**src/rtl/jericalla_sequencer.sv**
```systemverilog
// Program sequencer for the Jericalla datapath: buffers instructions, issues them one at a time,
// holds each for SETTLE cycles and captures data_out/zf. Optional build macro: JSEQ_ZF_HALT_EN.
module jericalla_sequencer #(
   parameter int INSTR_W = 17,
   parameter int DATA_W  = 32,
   parameter int DEPTH   = 8,
   parameter int SETTLE  = 2,
   localparam int AW     = $clog2(DEPTH)
) (
   input  logic               clk,
   input  logic               rst_n,
   input  logic               prog_we,
   input  logic [AW-1:0]      prog_addr,
   input  logic [INSTR_W-1:0] prog_data,
   input  logic [AW:0]        prog_len,
   input  logic               start,
   input  logic               abort,
   output logic [INSTR_W-1:0] dp_instr,
   input  logic [DATA_W-1:0]  dp_data,
   input  logic               dp_zf,
   output logic               res_valid,
   output logic [DATA_W-1:0]  res_data,
   output logic               res_zf,
   output logic [AW-1:0]      res_idx,
   output logic [AW:0]        zf_count,
   output logic               busy,
   output logic [1:0]         state_dbg,
   output logic               done
`ifdef JSEQ_ZF_HALT_EN
   ,
   output logic               halted
`endif
);

   typedef enum logic [1:0] {
      IDLE  = 2'd0,
      ISSUE = 2'd1,
      WAIT  = 2'd2,
      DONE  = 2'd3
   } state_t;

   localparam logic [AW:0] LEN_MAX   = (AW+1)'(DEPTH);
   localparam logic [3:0]  SETTLE_M1 = 4'(SETTLE - 1);

   state_t             state;
   state_t             state_nxt;
   logic [INSTR_W-1:0] mem [DEPTH];
   logic [AW-1:0]      pc;
   logic [AW:0]        len_r;
   logic [3:0]         wait_cnt;
   logic               start_ok;
   logic               capture;
   logic               last_entry;
   logic               halt_hit;
   logic               end_run;

`ifdef JSEQ_ZF_HALT_EN
   assign halt_hit = dp_zf;
`else
   assign halt_hit = 1'b0;
`endif

   assign last_entry = ({1'b0, pc} == (len_r - (AW+1)'(1)));
   assign end_run    = last_entry || halt_hit;

   assign busy      = (state == ISSUE) || (state == WAIT);
   assign done      = (state == DONE);
   assign state_dbg = state;
   // Buffer is frozen while busy, so a combinational read stays stable through WAIT.
   assign dp_instr  = busy ? mem[pc] : '0;

   always_ff @(posedge clk) begin
      if (prog_we && !busy) begin
         mem[prog_addr] <= prog_data;
      end
   end

   always_ff @(posedge clk or negedge rst_n) begin
      if (!rst_n) begin
         state <= IDLE;
      end else begin
         state <= state_nxt;
      end
   end

   // abort takes priority over everything, including a start in IDLE and a due capture.
   always_comb begin
      state_nxt = state;
      start_ok  = 1'b0;
      capture   = 1'b0;
      if (abort) begin
         state_nxt = IDLE;
      end else begin
         case (state)
            IDLE: begin
               if (start) begin
                  start_ok  = 1'b1;
                  state_nxt = (prog_len == '0) ? DONE : ISSUE;
               end
            end
            ISSUE: begin
               state_nxt = WAIT;
            end
            WAIT: begin
               if (wait_cnt == 4'd0) begin
                  capture   = 1'b1;
                  state_nxt = end_run ? DONE : ISSUE;
               end
            end
            DONE: begin
               state_nxt = IDLE;
            end
            default: begin
               state_nxt = IDLE;
            end
         endcase
      end
   end

   always_ff @(posedge clk or negedge rst_n) begin
      if (!rst_n) begin
         pc       <= '0;
         len_r    <= '0;
         wait_cnt <= '0;
      end else begin
         if (start_ok) begin
            pc    <= '0;
            len_r <= (prog_len > LEN_MAX) ? LEN_MAX : prog_len;
         end else if (capture && !end_run) begin
            pc <= pc + AW'(1);
         end
         if (state == ISSUE) begin
            wait_cnt <= SETTLE_M1;
         end else if ((state == WAIT) && (wait_cnt != 4'd0)) begin
            wait_cnt <= wait_cnt - 4'd1;
         end
      end
   end

   // Results are a fire-and-forget pulse: res_valid is high for one cycle per capture, with no
   // ready/back-pressure; res_data/res_zf/res_idx stay put until the next capture.
   always_ff @(posedge clk or negedge rst_n) begin
      if (!rst_n) begin
         res_valid <= 1'b0;
         res_data  <= '0;
         res_zf    <= 1'b0;
         res_idx   <= '0;
         zf_count  <= '0;
      end else begin
         res_valid <= capture;
         if (start_ok) begin
            zf_count <= '0;
         end else if (capture) begin
            zf_count <= zf_count + (AW+1)'(dp_zf);
         end
         if (capture) begin
            res_data <= dp_data;
            res_zf   <= dp_zf;
            res_idx  <= pc;
         end
      end
   end

`ifdef JSEQ_ZF_HALT_EN
   always_ff @(posedge clk or negedge rst_n) begin
      if (!rst_n) begin
         halted <= 1'b0;
      end else if (start_ok) begin
         halted <= 1'b0;
      end else if (capture && halt_hit) begin
         halted <= 1'b1;
      end
   end
`endif

`ifndef SYNTHESIS
   a_busy_done_excl: assert property (@(posedge clk) disable iff (!rst_n) !(busy && done));
   a_idle_instr_zero: assert property (@(posedge clk) disable iff (!rst_n) !busy |-> (dp_instr == '0));
   a_zf_count_range: assert property (@(posedge clk) disable iff (!rst_n) zf_count <= LEN_MAX);
   a_len_range: assert property (@(posedge clk) disable iff (!rst_n) len_r <= LEN_MAX);
`endif

endmodule

```
**config.mk**
```make
export PLATFORM = sky130hd
export DESIGN_NAME = jericalla_sequencer
export DESIGN_NICKNAME = d
export VERILOG_FILES = /design/src/rtl/jericalla_sequencer.sv
export SDC_FILE = /design/constraint.sdc
export NUM_CORES = 1
export LEC_CHECK = 0
export CAP_MARGIN = 20
export CORE_ASPECT_RATIO = 1.4
export CORE_MARGIN = 10
export CORE_UTILIZATION = 48
export DETAILED_ROUTE_END_ITERATION = 10
export PLACE_DENSITY = 0.75
export SLEW_MARGIN = 0
export SYNTH_ARGS = -nofsm -noshare
export SYNTH_HDL_FRONTEND = slang
export SYNTH_SLANG_ARGS = --single-unit
```
**constraint.sdc**
```tcl
create_clock -name clk -period 2.8 [get_ports clk]
set_input_delay 0.56 -clock clk [delete_from_list [all_inputs] [get_ports clk]]
set_output_delay 0.56 -clock clk [all_outputs]
set_load 0.05 [all_outputs]
```
==> impl_metrics.tcl, run 1 <==
set metrics [dict create \
    grt_pass1_vias 5137 \
    cp-start-kind "flip-flop" \
    antenna_left 0 \
    dr.pass1.iters 5 \
    num_rows 54 \
    rrSetupSlack_ns 0.54 \
    max_cap_viol_count 0 \
    vdd_drop_max_mv 0.7210 \
    die_height_um 170.3 \
    crit_path_top_delay_cell "dfrtp_2" \
    initial_core_util_pct 49.17 \
    p_sw_share_pct 38.44 \
    p_clk_share_pct 22.2 \
    drc 0 \
    async_flop_share_pct 28.42 \
    crit_start "pc[0]$_DFFE_PN0P_" \
    skew_ns 0.009957 \
    seq_power_share_pct 34.9 \
    antenna_found_initial 0 \
    num_vias 4699 \
    endpoint "dp_instr[2]" \
    clock-sinks 190 \
    synth_area_per_cell_um2 14.94 \
    ys_seq_area_share_pct 70.21 \
    power.switching_mw 4.060 \
    endpoint_kind "primary output" \
    syn_inst 518 \
    combPwrFrac_pct 42.9 \
    rr_worst_depth 5 \
    period_share_pct 95.04 \
    yosysWarnings 0 \
    cts_tree "done" \
    grt_pass1_wl_um 27530 \
    path_clk_slew_ns 0.07 \
    cts_root_buffer "clkbuf_16" \
    path_cells "buf_12, mux4_2, nand2_1, a21boi_0, buf_12" \
    coreArea_mm2 0.01574 \
    report.final.slew_viol_count 0 \
    p_leak_nw 3.852 \
    syn_nets 590 \
    ys.flop_type "edfxtp_1" \
    syn2layout_area_growth_pct 31.53 \
    viasPerCell 5.395 \
    post_dp_cell_area_mm2 0.009584 \
    crit_top_cell "buf_12" \
    netlist_area_mm2 0.007741 \
    period_needed_ns 2.661 \
    min_path_type "in -> async" \
    cp_slowest_stage_delay_ns 0.50 \
    max_freq_ghz 0.3758 \
    synth-edff-count 136 \
    diodes 0 \
    crit_fanout 12 \
    first_iter_violations 394 \
    worstPathRequired_ns 2.24 \
    groute.usage.overall_pct 16.18 \
    synth_seq_cells 190 \
    relSlewSlack_pct 53.36 \
    power_mw 10.56 \
    worstReg2RegEnd "mem[0][11]$_DFFE_PP_" \
    setup_viol 0 \
    hold_viol 0 \
    status "finished clean" \
    dpl.hpwl_um 11820 \
    io_buffer_count 123 \
    h-tree-depth 4 \
    gp_congestion 0.8262 \
    clkLatencyLatePin_ns 0.43 \
    dieArea_mm2 0.02168 \
    grt_max_degree 42 \
    wl_per_cell_um 19.91 \
    r2r-start "state_dbg[1]$_DFFE_PN0P_" \
    finalInstanceArea_mm2 0.01018 \
    nets 734 \
    rsz0062_at_grt "false" \
    io_pins 124 \
    wirelength_um 17340 \
    arrival_ns 2.10 \
    p_int_mw 6.502 \
    clockBufferDepth 2 \
    drive_gt1_share_pct 20.74 \
    cts_buffers 17 \
    grt_overflow 0 \
    worstMarginPinSlew_ns 0.6933 \
    crit_type "reg -> out" \
    ys_types 44 \
    dieWidth_um 127.3 \
    cellPowerDensity_mw_per_mm2 1037 \
]
==> power by group through the flow <==
stage               clock network, mW  registers (mW)  logic [mW]
global placement                    0            3.72        4.47
finish                           2.35            3.68        4.53
floorplan                           0            4.60        1.92
detailed placement                  0            3.75        4.55
global route                     2.51            3.73        4.80
CTS                              2.40            3.69        4.58
==> final cells by class <==
class	count	area (um^2)
clock buffers	17	425.4
clock inverters	15	162.7
fillers	1118	5560
inverters	8	30.03
multi-input cells	295	2221
flip-flops and latches	190	5439
well taps	196	245.2
repair buffers	150	1659
==> per-stage QoR <==
step                      cells  worst slack (ns)  setup TNS [ns]  util, %  hold slack (ns)
after floorplan             518           -0.2913          -2.039        -           0.2644
after global placement      838            0.4630               0    60.88           0.4588
after detailed placement    838            0.3964               0    60.88           0.4633
after CTS                   870           0.09304               0    64.63           0.1092
after global routing        871           0.01176               0    64.68           0.1323
final                       871            0.1390               0    64.68          0.09833
==> Yosys cell counts, drive strengths merged (4+ instances only) <==
master / instances / share of area (%)
nand2b: 5 / 0.40
dfrtp: 54 / 17
nor2: 14 / 0.68
a21boi: 17 / 1.6
clkbuf: 11 / 0.53
nor3: 7 / 0.60
nand2: 154 / 7.5
edfxtp: 136 / 53
nor4: 4 / 0.32
inv: 8 / 0.39
buf: 14 / 1.0
nand3: 8 / 0.52
ha: 10 / 1.6
nand3b: 5 / 0.65
mux4: 34 / 9.9
xnor2: 4 / 0.45
==> layer usage <==
layer	part of all wire, %	vias up	global-route usage [%]
li1	-	2169	-
met1	39	2351	18.71
met2	53	158	28.18
met3	6.9	21	4.757
met4	1.6	0	5.062
met5	0	-	0
==> worst min path at each step <==
stage,start,end,slack (ns),cells after the start
2_1_floorplan,rst_n,len_r[0]$_DFFE_PN0P_,0.26,0
3_3_place_gp,res_data[18]$_DFFE_PN0P_,res_data[18]$_DFFE_PN0P_,0.46,2
3_5_place_dp,res_zf$_DFFE_PN0P_,res_zf$_DFFE_PN0P_,0.46,2
4_1_cts,rst_n,wait_cnt[0]$_DFFE_PN0P_,0.11,1
5_1_grt,rst_n,state_dbg[1]$_DFFE_PN0P_,0.13,1
6_report,rst_n,res_data[14]$_DFFE_PN0P_,0.1,1
==> cells by family (layout without fill, tap and decap cells) <==
| group | Yosys count | in the layout | synth area share [%] |
|---|---|---|---|
| xor gates and xnor gates | 8 | 8 | 1.099 |
| buffers and inverters | 33 | 190 | 1.923 |
| muxes | 36 | 36 | 10.15 |
| and+or+nand+nor | 210 | 210 | 12.01 |
| DFF | 190 | 190 | 70.21 |
| adders and majority gates | 10 | 10 | 1.616 |
| AOI/OAI and AO/OA | 31 | 31 | 2.990 |
==> repair_timing <==
| action | in CTS | in global routing |
|---|---|---|
| setup endpoints to repair | 7 | 1 |
| hold buffers | 0 | 0 |
| pin swaps | 0 | 0 |
| resized for setup | 1 | 0 |
| setup buffers | 0 | 1 |
| endpoints found under the hold margin | 0 | 0 |
==> layout by cell type (no fill, tap or decap), types with 7 or more instances in the layout <==
cell,synthesis,final
a21boi_0,17,7
a21boi_2,0,10
buf_12,0,22
buf_4,1,23
clkbuf_16,0,17
clkdlybuf4s50_1,0,104
dfrtp_1,54,51
edfxtp_1,136,136
ha_1,10,9
inv_1,7,7
mux4_2,34,34
nand2_1,154,154
nand3_1,8,8
nor2_1,14,11
==> flip-flops by register name, summed over array words and instances (netlist names), 2 cells and up <==
register,count
state_dbg,2
res_idx,3
zf_count,4
len_r,4
mem,136
res_data,32
pc,3
wait_cnt,4
==> critical path: cells and delay by family (launching register included) <==
kind                   cells  cell delay (ns)
AOI/OAI and AO/OA          1             0.41
buffers and inverters      2             0.39
and+or+nand+nor            1             0.06
muxes                      1             0.33
DFF                        1             0.50
No activity file was read; power rests on OpenSTA's default activity.
==> inputs of run 2 (changes only) <==
CORE_MARGIN = unset   (was 10)
CORE_UTILIZATION = 53   (was 48)
PLACE_DENSITY = 0.78   (was 0.75)
clock period = 2.6 ns   (was 2.8 ns; I/O delays follow)
==> impl_metrics.tcl, run 2 (synthesized netlist as in run 1, its figures left out) <==
set metrics [dict create \
    wl_per_cell_um 19.30 \
    critPathTopFamily "multiplexers" \
    final_common_cell "nand2_1" \
    endpoint_kind "primary output" \
    crit_path_top_delay_cell "mux4_2" \
    grt_pass1_wl_um 26330 \
    dpl.hpwl_um 10610 \
    largest_reg_flops 136 \
    drc 0 \
    skew_ns 0.007052 \
    power_mw 11.49 \
    grt_overflow 0 \
    coreArea_mm2 0.01410 \
    cp.depth 5 \
    rsz0062_at_grt "false" \
    max_freq_ghz 0.3997 \
    crit_fanout 21 \
    post_dp_cell_area_mm2 0.009563 \
    initial_core_util_pct 54.89 \
    nets 728 \
    antenna_found_initial 0 \
    worstPathRequired_ns 2.08 \
    arrival_ns 1.98 \
    worstMarginPinSlew_ns 0.8294 \
    hold_buffers 0 \
    endpoint "dp_instr[9]" \
    io_pins 124 \
    h-tree-depth 4 \
    placed_cells_incl_taps 822 \
    cts_tree "done" \
    status "finished clean" \
    min_path_type "in -> async" \
    crit_type "reg -> out" \
    path_clk_slew_ns 0.07 \
    clock-sinks 190 \
    whs_ns 0.08981 \
    hold_viol 0 \
    rr_worst_depth 5 \
    clockBufferDepth 2 \
    p_leak_nw 3.849 \
    grt_max_degree 42 \
    dieArea_mm2 0.01510 \
    period_needed_ns 2.502 \
    post_cts_buffers 0 \
    grt_pass1_vias 5092 \
    cp_slowest_stage_delay_ns 0.56 \
    relSlewSlack_pct 44.20 \
    worst_slack_ns 0.09822 \
    die_height_um 145.0 \
    cts_root_buffer "clkbuf_16" \
    gp_congestion 0.8070 \
    layout_common_cells "154 x nand2_1, 136 x edfxtp_1, 104 x clkdlybuf4s50_1" \
    antenna_left 0 \
    num_rows 51 \
    first_iter_violations 308 \
    vdd_drop_max_mv 0.7236 \
    dr.pass1.iters 5 \
    period_share_pct 96.22 \
    drive_gt1_share_pct 20.63 \
    diodes 0 \
    report.final.slew_viol_count 0 \
    cp-start-kind "flip-flop" \
    path_cells "buf_6, mux4_2, nand2_1, a21boi_2, buf_12" \
    r2r-start "state_dbg[1]$_DFFE_PN0P_" \
    cts_buffers 17 \
    io_buffer_count 123 \
    worstReg2RegEnd "mem[0][16]$_DFFE_PP_" \
    num_vias 4704 \
    cellPowerDensity_mw_per_mm2 1125 \
    finalInstanceArea_mm2 0.01022 \
    groute.usage.overall_pct 23.16 \
    viasPerCell 5.508 \
    clkLatencyLatePin_ns 0.42 \
    detailedPlace.worstSlack_ns 0.2600 \
    rrSetupSlack_ns 0.41 \
    syn2layout_area_growth_pct 31.97 \
    final_cells 854 \
    nFillCells 855 \
    wirelength_um 16480 \
    path_buf_inv 2 \
    max_cap_viol_count 0 \
    reg.largest.list "mem (136), res_data (32)" \
    max_flop_register "mem" \
    tns_ns 0 \
    utilization_pct 72.44 \
    crit_start "pc[0]$_DFFE_PN0P_" \
    setup_viol 0 \
    dieWidth_um 104.1 \
]
## run 2: cell types whose count changed in the layout (fill, tap and decap cells not counted), sizes merged
cell	change
clkinv	-6
bufinv	+1
clkinvlp	+1
clkbuf	+9
buf	-6
inv	-5
## run 2: how the worst min path moves through the flow
stage	from	end	slack, ns
3_3_place_gp	res_idx[1]$_DFFE_PN0P_	res_idx[1]$_DFFE_PN0P_	0.46
2_1_floorplan	rst_n	len_r[0]$_DFFE_PN0P_	0.22
4_1_cts	rst_n	len_r[0]$_DFFE_PN0P_	0.1
3_5_place_dp	res_data[26]$_DFFE_PN0P_	res_data[26]$_DFFE_PN0P_	0.46
6_report	rst_n	len_r[2]$_DFFE_PN0P_	0.09
5_1_grt	rst_n	len_r[0]$_DFFE_PN0P_	0.13
## run 2: repair_timing
item / CTS / global route
hold endpoints to repair: 0 / 0
gates resized for setup: 3 / 5
pin swaps: 0 / 0
endpoints found under the setup margin: 6 / 13
cloned: 0 / 0
## run 2: power by group
part           internal [mW]  switching, mW  leakage, nW
Sequential              3.70          0.249         1.93
Clock                   1.59           1.06        0.308
Combinational           2.00           2.88         1.61
Total                   7.30           4.19         3.85
## run 2: layer usage
| metal | up-vias | GRT usage [%] | routed length, um |
|---|---|---|---|
| met5 | - | 0 | 0 |
| met1 | 2337 | 27.11 | 6145 |
| li1 | 2161 | - | - |
| met3 | 28 | 4.537 | 966 |
| met4 | 0 | 8.429 | 297 |
| met2 | 178 | 42.00 | 9076 |
## run 2: area by class of cell
type	count	area (um^2)	area share, %
well taps	185	231.5	2.266
inverters	8	30.03	0.2939
repair buffers	144	1634	16.00
flip-flops and latches	190	5439	53.24
clock buffers	26	556.8	5.450
multi-input cells	295	2258	22.11
clock inverters	6	66.31	0.6491
## run 2: worst register-to-register path: cells and delay by family (launching register included)
family / cells / cell delay (ns)
AND/OR/NAND/NOR: 2 / 0.83
flip-flops: 1 / 0.44
adder cells (fa/ha/maj): 1 / 0.31
buffers and inverters: 2 / 0.30
==> inputs of run 3 (changes only) <==
CORE_MARGIN = 4   (was unset)
==> impl_metrics.tcl, run 3 (synthesized netlist as in run 1, its figures left out) <==
set metrics [dict create \
    status "finished clean" \
    arrival_ns 2.00 \
    path_clk_slew_ns 0.07 \
    antenna_found_initial 0 \
    wirelength_um 16580 \
    drive_gt1_share_pct 20.75 \
    finalInstanceArea_mm2 0.01019 \
    grt-busiest-layer "met2" \
    diodes 0 \
    num_vias 4678 \
    max_flop_register "mem" \
    path_buf_inv 2 \
    cts_root_buffer "clkbuf_16" \
    power_mw 11.27 \
    grt_pass1_vias 4929 \
    reg.largest.list "mem (136), res_data (32)" \
    period_needed_ns 2.516 \
    crit_path_top_delay_cell "dfrtp_4" \
    cellPowerDensity_mw_per_mm2 1106 \
    dieWidth_um 110.1 \
    grt_use_met3_pct 4.307 \
    critPathTopFamily "flip-flops" \
    first_iter_violations 368 \
    crit_fanout 6 \
    dpl.hpwl_um 10910 \
    hold_viol 0 \
    viasPerCell 5.446 \
    clock-sinks 190 \
    grt_pass1_wl_um 25780 \
    use_met1_pct 25.70 \
    initial_core_util_pct 53.84 \
    setup_viol 0 \
    skew_ns 0.005404 \
    worst_slack_ns 0.08429 \
    max_freq_ghz 0.3975 \
    report.final.slew_viol_count 0 \
    grt_max_degree 39 \
    io_pins 124 \
    wl_per_cell_um 19.31 \
    crit_start "pc[0]$_DFFE_PN0P_" \
    min_path_type "in -> async" \
    max_cap_viol_count 0 \
    nets 729 \
    final_cells 859 \
    io_buffer_count 123 \
    cp-start-kind "flip-flop" \
    post_dp_cell_area_mm2 0.009598 \
    die_height_um 151.0 \
    h-tree-depth 4 \
    rsz0062_at_grt "false" \
    layout_common_cells "154 x nand2_1, 136 x edfxtp_1, 104 x clkdlybuf4s50_1" \
    tns_ns 0 \
    drc 0 \
    cts_buffers 17 \
    groute.usage.overall_pct 20.95 \
    placed_cells_incl_taps 825 \
    relSlewSlack_pct 55.99 \
    r2r-start "state_dbg[1]$_DFFE_PN0P_" \
    antenna_left 0 \
    largest_reg_flops 136 \
    period_share_pct 96.76 \
    dieArea_mm2 0.01663 \
    p_leak_nw 3.811 \
    clockBufferDepth 2 \
    grt_overflow 0 \
    worstMarginPinSlew_ns 0.6602 \
    grtUsageMet2_pct 36.73 \
    utilization_pct 70.86 \
    vdd_drop_max_mv 0.6093 \
    coreArea_mm2 0.01438 \
    gp_congestion 0.8028 \
    cp_slowest_stage_delay_ns 0.54 \
    crit_type "reg -> out" \
    clkLatencyLatePin_ns 0.42 \
    hold_buffers 0 \
    dr.pass1.iters 4 \
    endpoint_kind "primary output" \
    path_cells "buf_4, mux4_2, nand2_1, a21boi_1, buf_12" \
    syn2layout_area_growth_pct 31.61 \
    num_rows 52 \
    detailedPlace.worstSlack_ns 0.2642 \
    whs_ns 0.1246 \
    cts_tree "done" \
    final_common_cell "nand2_1" \
    worstPathRequired_ns 2.08 \
]
==> run 3: cell count changes in the layout (fill, tap and decap cells not counted), sizes merged <==
cell,previous run,this run
buf,40,41
clkbuf,26,17
inv,10,16
clkinvlp,1,5
bufinv,1,0
==> run 3: final timing paths <==
kind,depth (start not counted),slack (ns),end
worst max register to register,5,0.44,mem[0][10]$_DFFE_PP_
min in group clk,2,0.48,res_data[29]$_DFFE_PN0P_
max in group asynchronous,2,1.80,res_data[27]$_DFFE_PN0P_
worst min register to register,2,0.48,res_data[29]$_DFFE_PN0P_
worst min-delay path,1,0.12,wait_cnt[2]$_DFFE_PN0P_
worst max-delay path,5,0.08,dp_instr[2]
==> run 3: report_power, final <==
| group | switching [mW] | total, mW | internal, mW | leakage (nW) |
|---|---|---|---|---|
| combinational | 2.85 | 4.89 | 2.03 | 1.62 |
| clock | 1.15 | 2.41 | 1.25 | 0.256 |
| sequential | 0.267 | 3.97 | 3.70 | 1.93 |
==> run 3: final cells by class <==
type                       instances  area [um^2]
fill                             902         4190
inverter                           8        30.03
multi-input combinational        295         2258
sequential                       190         5441
clock inverter                    15        125.1
clock buffer                      17        425.4
timing repair buffer             145         1672
tap                              189        236.5
==> run 3: what timing repair did <==
| action | in CTS | in global routing |
|---|---|---|
| resized for setup | 3 | 4 |
| pin swaps | 0 | 0 |
| setup endpoints to repair | 16 | 4 |
| buffers inserted | 2 | 0 |
==> run 3: metal layers <==
| metal | share of wire (%) | up-vias |
|---|---|---|
| met1 | 39 | 2332 |
| met4 | 1.7 | 0 |
| met2 | 54 | 162 |
| met5 | 0 | - |
| li1 | - | 2160 |
| met3 | 5.9 | 24 |
